<file path="src/rtl/apb_master_arb.sv">
`default_nettype none
// ============================================================================
// Module   : apb_master_arb
// Function : Two-requester round-robin APB master. Optional ACCESS-phase
//            timeout is enabled with `define APB_TIMEOUT_EN.
// Revision : 1.0 - initial release
// ============================================================================
module apb_master_arb #(
    parameter int ADDR_W  = 8,
    parameter int DATA_W  = 32,
    parameter int TIMEOUT = 16
) (
    input  logic                pclk,
    input  logic                prst,
    input  logic [1:0]          req_valid,
    input  logic [1:0]          req_wr,
    input  logic [2*ADDR_W-1:0] req_addr,
    input  logic [2*DATA_W-1:0] req_wdata,
    output logic [1:0]          req_ready,
    output logic [1:0]          rsp_valid,
    output logic [DATA_W-1:0]   rsp_rdata,
    output logic                rsp_err,
    output logic                psel,
    output logic                penable,
    output logic                pwr,
    output logic [ADDR_W-1:0]   padd,
    output logic [DATA_W-1:0]   pwdata,
    input  logic [DATA_W-1:0]   prdata,
    input  logic                pready,
    input  logic                pslverr
);

    typedef enum logic [1:0] {
        c_IDLE   = 2'd0,
        c_SETUP  = 2'd1,
        c_ACCESS = 2'd2
    } state_t;

    state_t              r_state_q, w_state_d;
    logic                r_rr_q, w_rr_d;
    logic                r_gnt_q, w_gnt_d;
    logic                r_pwr_q, w_pwr_d;
    logic [ADDR_W-1:0]   r_padd_q, w_padd_d;
    logic [DATA_W-1:0]   r_pwdata_q, w_pwdata_d;
    logic [1:0]          r_rsp_valid_q, w_rsp_valid_d;
    logic [DATA_W-1:0]   r_rsp_rdata_q, w_rsp_rdata_d;
    logic                r_rsp_err_q, w_rsp_err_d;
    logic                w_sel, w_grant, w_xfer_end, w_abort;

`ifdef APB_TIMEOUT_EN
    logic [7:0]          r_cnt_q, w_cnt_d;
    assign w_abort = (r_state_q == c_ACCESS) && !pready && (r_cnt_q == 8'(TIMEOUT - 1));
`else
    logic                w_unused_timeout;
    assign w_unused_timeout = (TIMEOUT == 0);
    assign w_abort          = 1'b0;
`endif

    // r_rr_q holds the requester that wins the next tie
    assign w_sel      = (req_valid == 2'b11) ? r_rr_q : req_valid[1];
    assign w_xfer_end = (r_state_q == c_ACCESS) && pready;
    assign w_grant    = prst && (req_valid != 2'b00) &&
                        ((r_state_q == c_IDLE) || w_xfer_end);
    assign req_ready  = w_grant ? (w_sel ? 2'b10 : 2'b01) : 2'b00;

    always_comb begin
        w_state_d     = r_state_q;
        w_rr_d        = r_rr_q;
        w_gnt_d       = r_gnt_q;
        w_pwr_d       = r_pwr_q;
        w_padd_d      = r_padd_q;
        w_pwdata_d    = r_pwdata_q;
        w_rsp_valid_d = 2'b00;
        w_rsp_rdata_d = r_rsp_rdata_q;
        w_rsp_err_d   = r_rsp_err_q;
`ifdef APB_TIMEOUT_EN
        w_cnt_d       = r_cnt_q;
`endif
        case (r_state_q)
            c_IDLE: begin
                if (w_grant) w_state_d = c_SETUP;
            end
            c_SETUP: begin
                w_state_d = c_ACCESS;
`ifdef APB_TIMEOUT_EN
                w_cnt_d   = 8'd0;
`endif
            end
            c_ACCESS: begin
                if (w_xfer_end) begin
                    w_rsp_valid_d = r_gnt_q ? 2'b10 : 2'b01;
                    w_rsp_err_d   = pslverr;
                    w_rsp_rdata_d = r_pwr_q ? '0 : prdata;
                    w_state_d     = w_grant ? c_SETUP : c_IDLE;
                end else if (w_abort) begin
                    w_rsp_valid_d = r_gnt_q ? 2'b10 : 2'b01;
                    w_rsp_err_d   = 1'b1;
                    w_rsp_rdata_d = '0;
                    w_state_d     = c_IDLE;
                end
`ifdef APB_TIMEOUT_EN
                else begin
                    w_cnt_d = r_cnt_q + 8'd1;
                end
`endif
            end
            default: w_state_d = c_IDLE;
        endcase
        if (w_grant) begin
            w_gnt_d    = w_sel;
            w_rr_d     = ~w_sel;
            w_pwr_d    = req_wr[w_sel];
            w_padd_d   = w_sel ? req_addr[2*ADDR_W-1:ADDR_W] : req_addr[ADDR_W-1:0];
            w_pwdata_d = w_sel ? req_wdata[2*DATA_W-1:DATA_W] : req_wdata[DATA_W-1:0];
        end
    end

    always_ff @(posedge pclk) begin
        if (!prst) begin
            r_state_q     <= c_IDLE;
            r_rr_q        <= 1'b0;
            r_gnt_q       <= 1'b0;
            r_pwr_q       <= 1'b0;
            r_padd_q      <= '0;
            r_pwdata_q    <= '0;
            r_rsp_valid_q <= 2'b00;
            r_rsp_rdata_q <= '0;
            r_rsp_err_q   <= 1'b0;
`ifdef APB_TIMEOUT_EN
            r_cnt_q       <= 8'd0;
`endif
        end else begin
            r_state_q     <= w_state_d;
            r_rr_q        <= w_rr_d;
            r_gnt_q       <= w_gnt_d;
            r_pwr_q       <= w_pwr_d;
            r_padd_q      <= w_padd_d;
            r_pwdata_q    <= w_pwdata_d;
            r_rsp_valid_q <= w_rsp_valid_d;
            r_rsp_rdata_q <= w_rsp_rdata_d;
            r_rsp_err_q   <= w_rsp_err_d;
`ifdef APB_TIMEOUT_EN
            r_cnt_q       <= w_cnt_d;
`endif
        end
    end

    assign psel      = (r_state_q != c_IDLE);
    assign penable   = (r_state_q == c_ACCESS);
    assign pwr       = r_pwr_q;
    assign padd      = r_padd_q;
    assign pwdata    = r_pwdata_q;
    assign rsp_valid = r_rsp_valid_q;
    assign rsp_rdata = r_rsp_rdata_q;
    assign rsp_err   = r_rsp_err_q;

endmodule
`default_nettype wire

</file>
<file path="config.mk">
export PLATFORM = sky130hd
export DESIGN_NAME = apb_master_arb
export DESIGN_NICKNAME = d
export VERILOG_FILES = /design/src/rtl/apb_master_arb.sv
export SDC_FILE = /design/constraint.sdc
export NUM_CORES = 1
export LEC_CHECK = 0
export CELL_PAD_IN_SITES_DETAIL_PLACEMENT = 0
export CELL_PAD_IN_SITES_GLOBAL_PLACEMENT = 1
export CORE_UTILIZATION = 29
export DETAILED_ROUTE_END_ITERATION = 6
export PLACE_DENSITY_LB_ADDON = 0.1
export SYNTH_ARGS = -nofsm -noshare
export SYNTH_HDL_FRONTEND = slang
export SYNTH_SLANG_ARGS = --single-unit
export TNS_END_PERCENT = 5
</file>
<file path="constraint.sdc">
create_clock -name pclk -period 4.45 [get_ports pclk]
set_input_delay 1.335 -clock pclk [delete_from_list [all_inputs] [get_ports pclk]]
set_output_delay 1.335 -clock pclk [all_outputs]
set_load 0.05 [all_outputs]
</file>
# After elaboration in Yosys (flattened, before gate mapping)

Index checks and enable logic that the tools add are counted.

Logic and storage cells: 39
Register bits: 80
Output and inout bits: 80
Input bits: 120

Equality and inequality tests: 5
Bitwise operators: 1
$lt $le $gt $ge: 1
Reductions and logical operators: 10
Multiplexer cells: 13

Operators by type and width:

| kind                                                                         | count |
|---|---|
| 32-bit two-way mux                                                           | 2 |
| 2-bit two-way mux                                                            | 5 |
| 8-bit two-way mux                                                            | 1 |
| 2-bit case mux with 3 select lines                                           | 1 |
| 2-bit equality test, second input constant                                   | 2 |
| 1-bit two-way mux                                                            | 4 |
| 2-bit AND reduction                                                          | 2 |
| 2-bit nonzero test                                                           | 2 |
| 1-bit logical AND                                                            | 3 |
| 3-bit AND reduction                                                          | 1 |
| 2-bit by 1-bit equality test with 1-bit output, second input constant        | 1 |
| 2-bit logical NOT                                                            | 1 |
| 1-bit by 2-bit less-than comparator with 1-bit output, second input constant | 1 |
| 2-bit by 1-bit inequality test with 1-bit output, second input constant      | 1 |
| 2-bit inequality test, second input constant                                 | 1 |
| 1-bit logical OR                                                             | 1 |
| 1-bit inverter                                                               | 1 |

# Logic depth before layout (Yosys ltp)

Depth after elaboration: 7
Mapped depth: 5
Depth with buffers taken out: 3

# Least setup slack after synthesis

No wires, ideal clock.

Path type: input to output
Start: input port prst
End: output port req_ready[0]
Setup slack: 0.597 ns
Path buffers: 1
Required time: 3.115 ns
Arrival: 2.518 ns
Cell stages on the path: 4
Cell sequence: nor2b_1 -> nand2_1 -> buf_2 -> nor2_1

Longest elaborated chain between the ends: 3

RTL lines:

| what                            | line | RTL |
|---|---|---|
| start: declaration              | 14   | `input logic prst,` |
| 1-bit logical AND (2 in series) | 62   | `assign w_grant = prst && (req_valid != 2'b00) &&` |
| 2-bit two-way mux               | 64   | `assign req_ready = w_grant ? (w_sel ? 2'b10 : 2'b01) : 2'b00;` |
| end: declaration                | 19   | `output logic [1:0] req_ready,` |

Every way passes these cells.

# Worst setup path after layout

Start: input port pready
End: output port req_ready[0]

Longest elaborated chain between the ends: 4

RTL lines:

| what               | line | RTL |
|---|---|---|
| start: declaration | 29   | `input logic pready,` |
| 1-bit logical AND  | 61   | `assign w_xfer_end = (r_state_q == c_ACCESS) && pready;` |
| 1-bit logical OR   | 63   | `((r_state_q == c_IDLE) \|\| w_xfer_end);` |
| 1-bit logical AND  | 62   |  |
| 2-bit two-way mux  | 64   |  |

Every way passes these cells.

==> impl_metrics.env <==
export IMPL_chipHeight_um=107
export IMPL_dr_total_vias=3032
export IMPL_critical_path_max_fanout=6
export IMPL_area_delta_synth_final_pct=68.1
export IMPL_critPathArrivalTime_ns=2.58
export IMPL_overflow=0
export IMPL_avgViaCountPerCell=5.14
export IMPL_clk_pin_slew_ns=0.09
export IMPL_clock_sinks=80
export IMPL_drc=0
export IMPL_final_common_cell="clkdlybuf4s50_1"
export IMPL_grt_use_total_pct=17.3
export IMPL_crit_path_start_kind="input port"
export IMPL_rsz0062_at_grt="false"
export IMPL_holdWs_ns=0.451
export IMPL_synth_nets=382
export IMPL_grt_start_max_net_pins=48
export IMPL_clockBufferDepth=2
export IMPL_rows=38
export IMPL_globalplace_congestion=0.677
export IMPL_period_needed_ns=3.92
export IMPL_drive_above_1_share_pct=7.11
export IMPL_cap_violations=0
export IMPL_ios=200
export IMPL_routed_wl_mm=9.95
export IMPL_vdd_drop_max_mv=0.175
export IMPL_cts_root_buf="clkbuf_8"
export IMPL_reg2reg_to="pwdata[24]$_SDFFE_PN0N_"
export IMPL_multiInputGateArea_um2=1340
export IMPL_yosys_warnings=0
export IMPL_placed_cells=574
export IMPL_fillers=1001
export IMPL_core_um2=10800
export IMPL_holdBufCountCts=0
export IMPL_final_cell_mix="clkdlybuf4s50_1 (196), dfxtp_1 (80), o32a_1 (40), o221a_1 (40), a22o_1 (32)"
export IMPL_fmax_mhz=255
export IMPL_rrSetupSlack_ns=2.66
export IMPL_synthFlopType="dfxtp_1"
export IMPL_hold_path_end="rsp_valid[0]$_SDFF_PN0_"
export IMPL_fin_skew_ns=0.0117
export IMPL_p_per_area_nw_per_um2=336
export IMPL_end_kind="output pin"
export IMPL_synth_cells=262
export IMPL_final_max_slew_viol_count=0
export IMPL_die_area_um2=11500
export IMPL_crit_required_ns=3.12
export IMPL_final_nets=565
export IMPL_register_area_um2=1600
export IMPL_yosysSeqAreaShare_pct=49.9
export IMPL_criticalPathCategory="input port to output pin"
export IMPL_initial_utilization_pct=29.7
export IMPL_ant_nets=0
export IMPL_die_w_um=107
export IMPL_period_share_pct=88.0
export IMPL_hold_viol=0
export IMPL_worst_path_max_delay_cell="clkdlybuf4s50_1"
export IMPL_synth_edff_count=0
export IMPL_min_path_cells=1
export IMPL_final_cell_count_no_fill=590
export IMPL_status="finished clean"
export IMPL_cts_buffers=9
export IMPL_synthesis_area_um2=3210
export IMPL_setup_tns_ns=0
export IMPL_wl_per_cell_um=16.9
export IMPL_hold_path_class="register to register"
export IMPL_grt_pass1_wl_mm=15.5
export IMPL_synth_distinct_cells=28
export IMPL_max_stage_delay_ns=0.56
export IMPL_synthArstFlopShare_pct=0
export IMPL_worst_r2r_path_depth=4
export IMPL_rr_startpoint="r_state_q[0]$_SDFFE_PN0P_"
export IMPL_antennaDiodeCount=0
export IMPL_avgSynthCellArea_um2=12.3
export IMPL_tightest_slew_ns=1.06
export IMPL_clk_insertion_delay_late_ns=0.36
export IMPL_min_delay_start="r_gnt_q$_SDFFE_PN0N_"
export IMPL_power_mw=1.81
export IMPL_firstDrtPassIters=4
export IMPL_htreeDepth=3
export IMPL_setup_viol=0
export IMPL_cts_tree="done"
export IMPL_postLayoutCoreUtil_pct=50.0
export IMPL_drtIter0Drc=160
export IMPL_startpoint="pready"
export IMPL_antenna_found_initial=0
export IMPL_leakage_nw=1.92
export IMPL_post_dp_hpwl_mm=6.68
export IMPL_cts_resized=0
export IMPL_io_buffers=199
export IMPL_grt_pass1_vias=3063
export IMPL_synth_seq_cells=80
export IMPL_cts_post_setup_buffers_inserted=0
export IMPL_crit_chain="clkdlybuf4s50_1 > nand2b_1 > nand2_1 > nor2_1 > buf_12"
export IMPL_max_slew_margin_pct=29.4
==> Yosys cell counts, types with 2 or more instances <==
master	count	area, um2
buf_6	12	135
nand2_1	3	11.3
inv_1	3	11.3
nor2b_1	5	31.3
buf_2	11	55.1
o21ai_0	2	10.0
clkbuf_1	4	15.0
a22o_1	32	280
o221a_1	40	450
nor2_1	7	26.3
dfxtp_1	80	1600
o32a_1	40	400
buf_4	8	60.1
==> worst max-delay path: cells and delay by family <==
kind          cells  cell delay [ns]
buf+inv           2             0.73
simple gates      3             0.51
==> power breakdown <==
part | switching [mW] | internal (mW)
registers | 0.0262 | 0.760
logic | 0.277 | 0.237
clock network | 0.287 | 0.225
==> sequential cells by signal, indices dropped and copies added, names as in the netlist <==
signal and flops:
rsp_err 1, r_rr_q 1, pwr 1, pwdata 32, padd 8, rsp_valid 2
rsp_rdata 32, r_state_q 2, r_gnt_q 1
==> layout make-up <==
type / instances / share of cell area, %
clock buffers: 10 / 2.55
clock inverters: 6 / 0.927
inverters: 3 / 0.209
multi-input cells: 144 / 24.9
flip-flops and latches: 80 / 29.7
well taps: 140 / 3.25
repair buffers: 207 / 38.5
==> metal layers <==
metal	vias to the layer above	global-route usage, %	wire length (um)
met5	-	0	0
met4	0	5.19	108
met3	9	6.63	864
met2	124	29.6	4680
met1	1447	19.8	4300
li1	1452	-	-
==> worst max path at each step <==
stage                         to  cells after the start
global route        req_ready[1]                      5
floorplan           req_ready[0]                      4
finish              req_ready[0]                      5
global placement    req_ready[0]                      5
detailed placement  req_ready[0]                      5
CTS                 req_ready[0]                      5
==> metrics by stage <==
step           setup WS [ns]  instance area (um2)
5_1_grt                0.445                 5400
3_5_place_dp           0.539                 5210
6_report               0.534                 5400
3_3_place_gp           0.516                 5210
2_1_floorplan          0.597                 3210
4_1_cts                0.529                 5400
==> logic make-up (layout without fill, tap and decap cells) <==
family / Yosys count / count (layout) / share of synthesized area (%)
DFF: 80 / 80 / 49.9
muxes: 1 / 1 / 0.312
buffers and inverters: 38 / 226 / 8.61
and+or+nand+nor: 21 / 21 / 3.39
AOI/OAI and AO/OA: 122 / 122 / 37.8
Note: power is estimated with default switching activity, not from simulation.
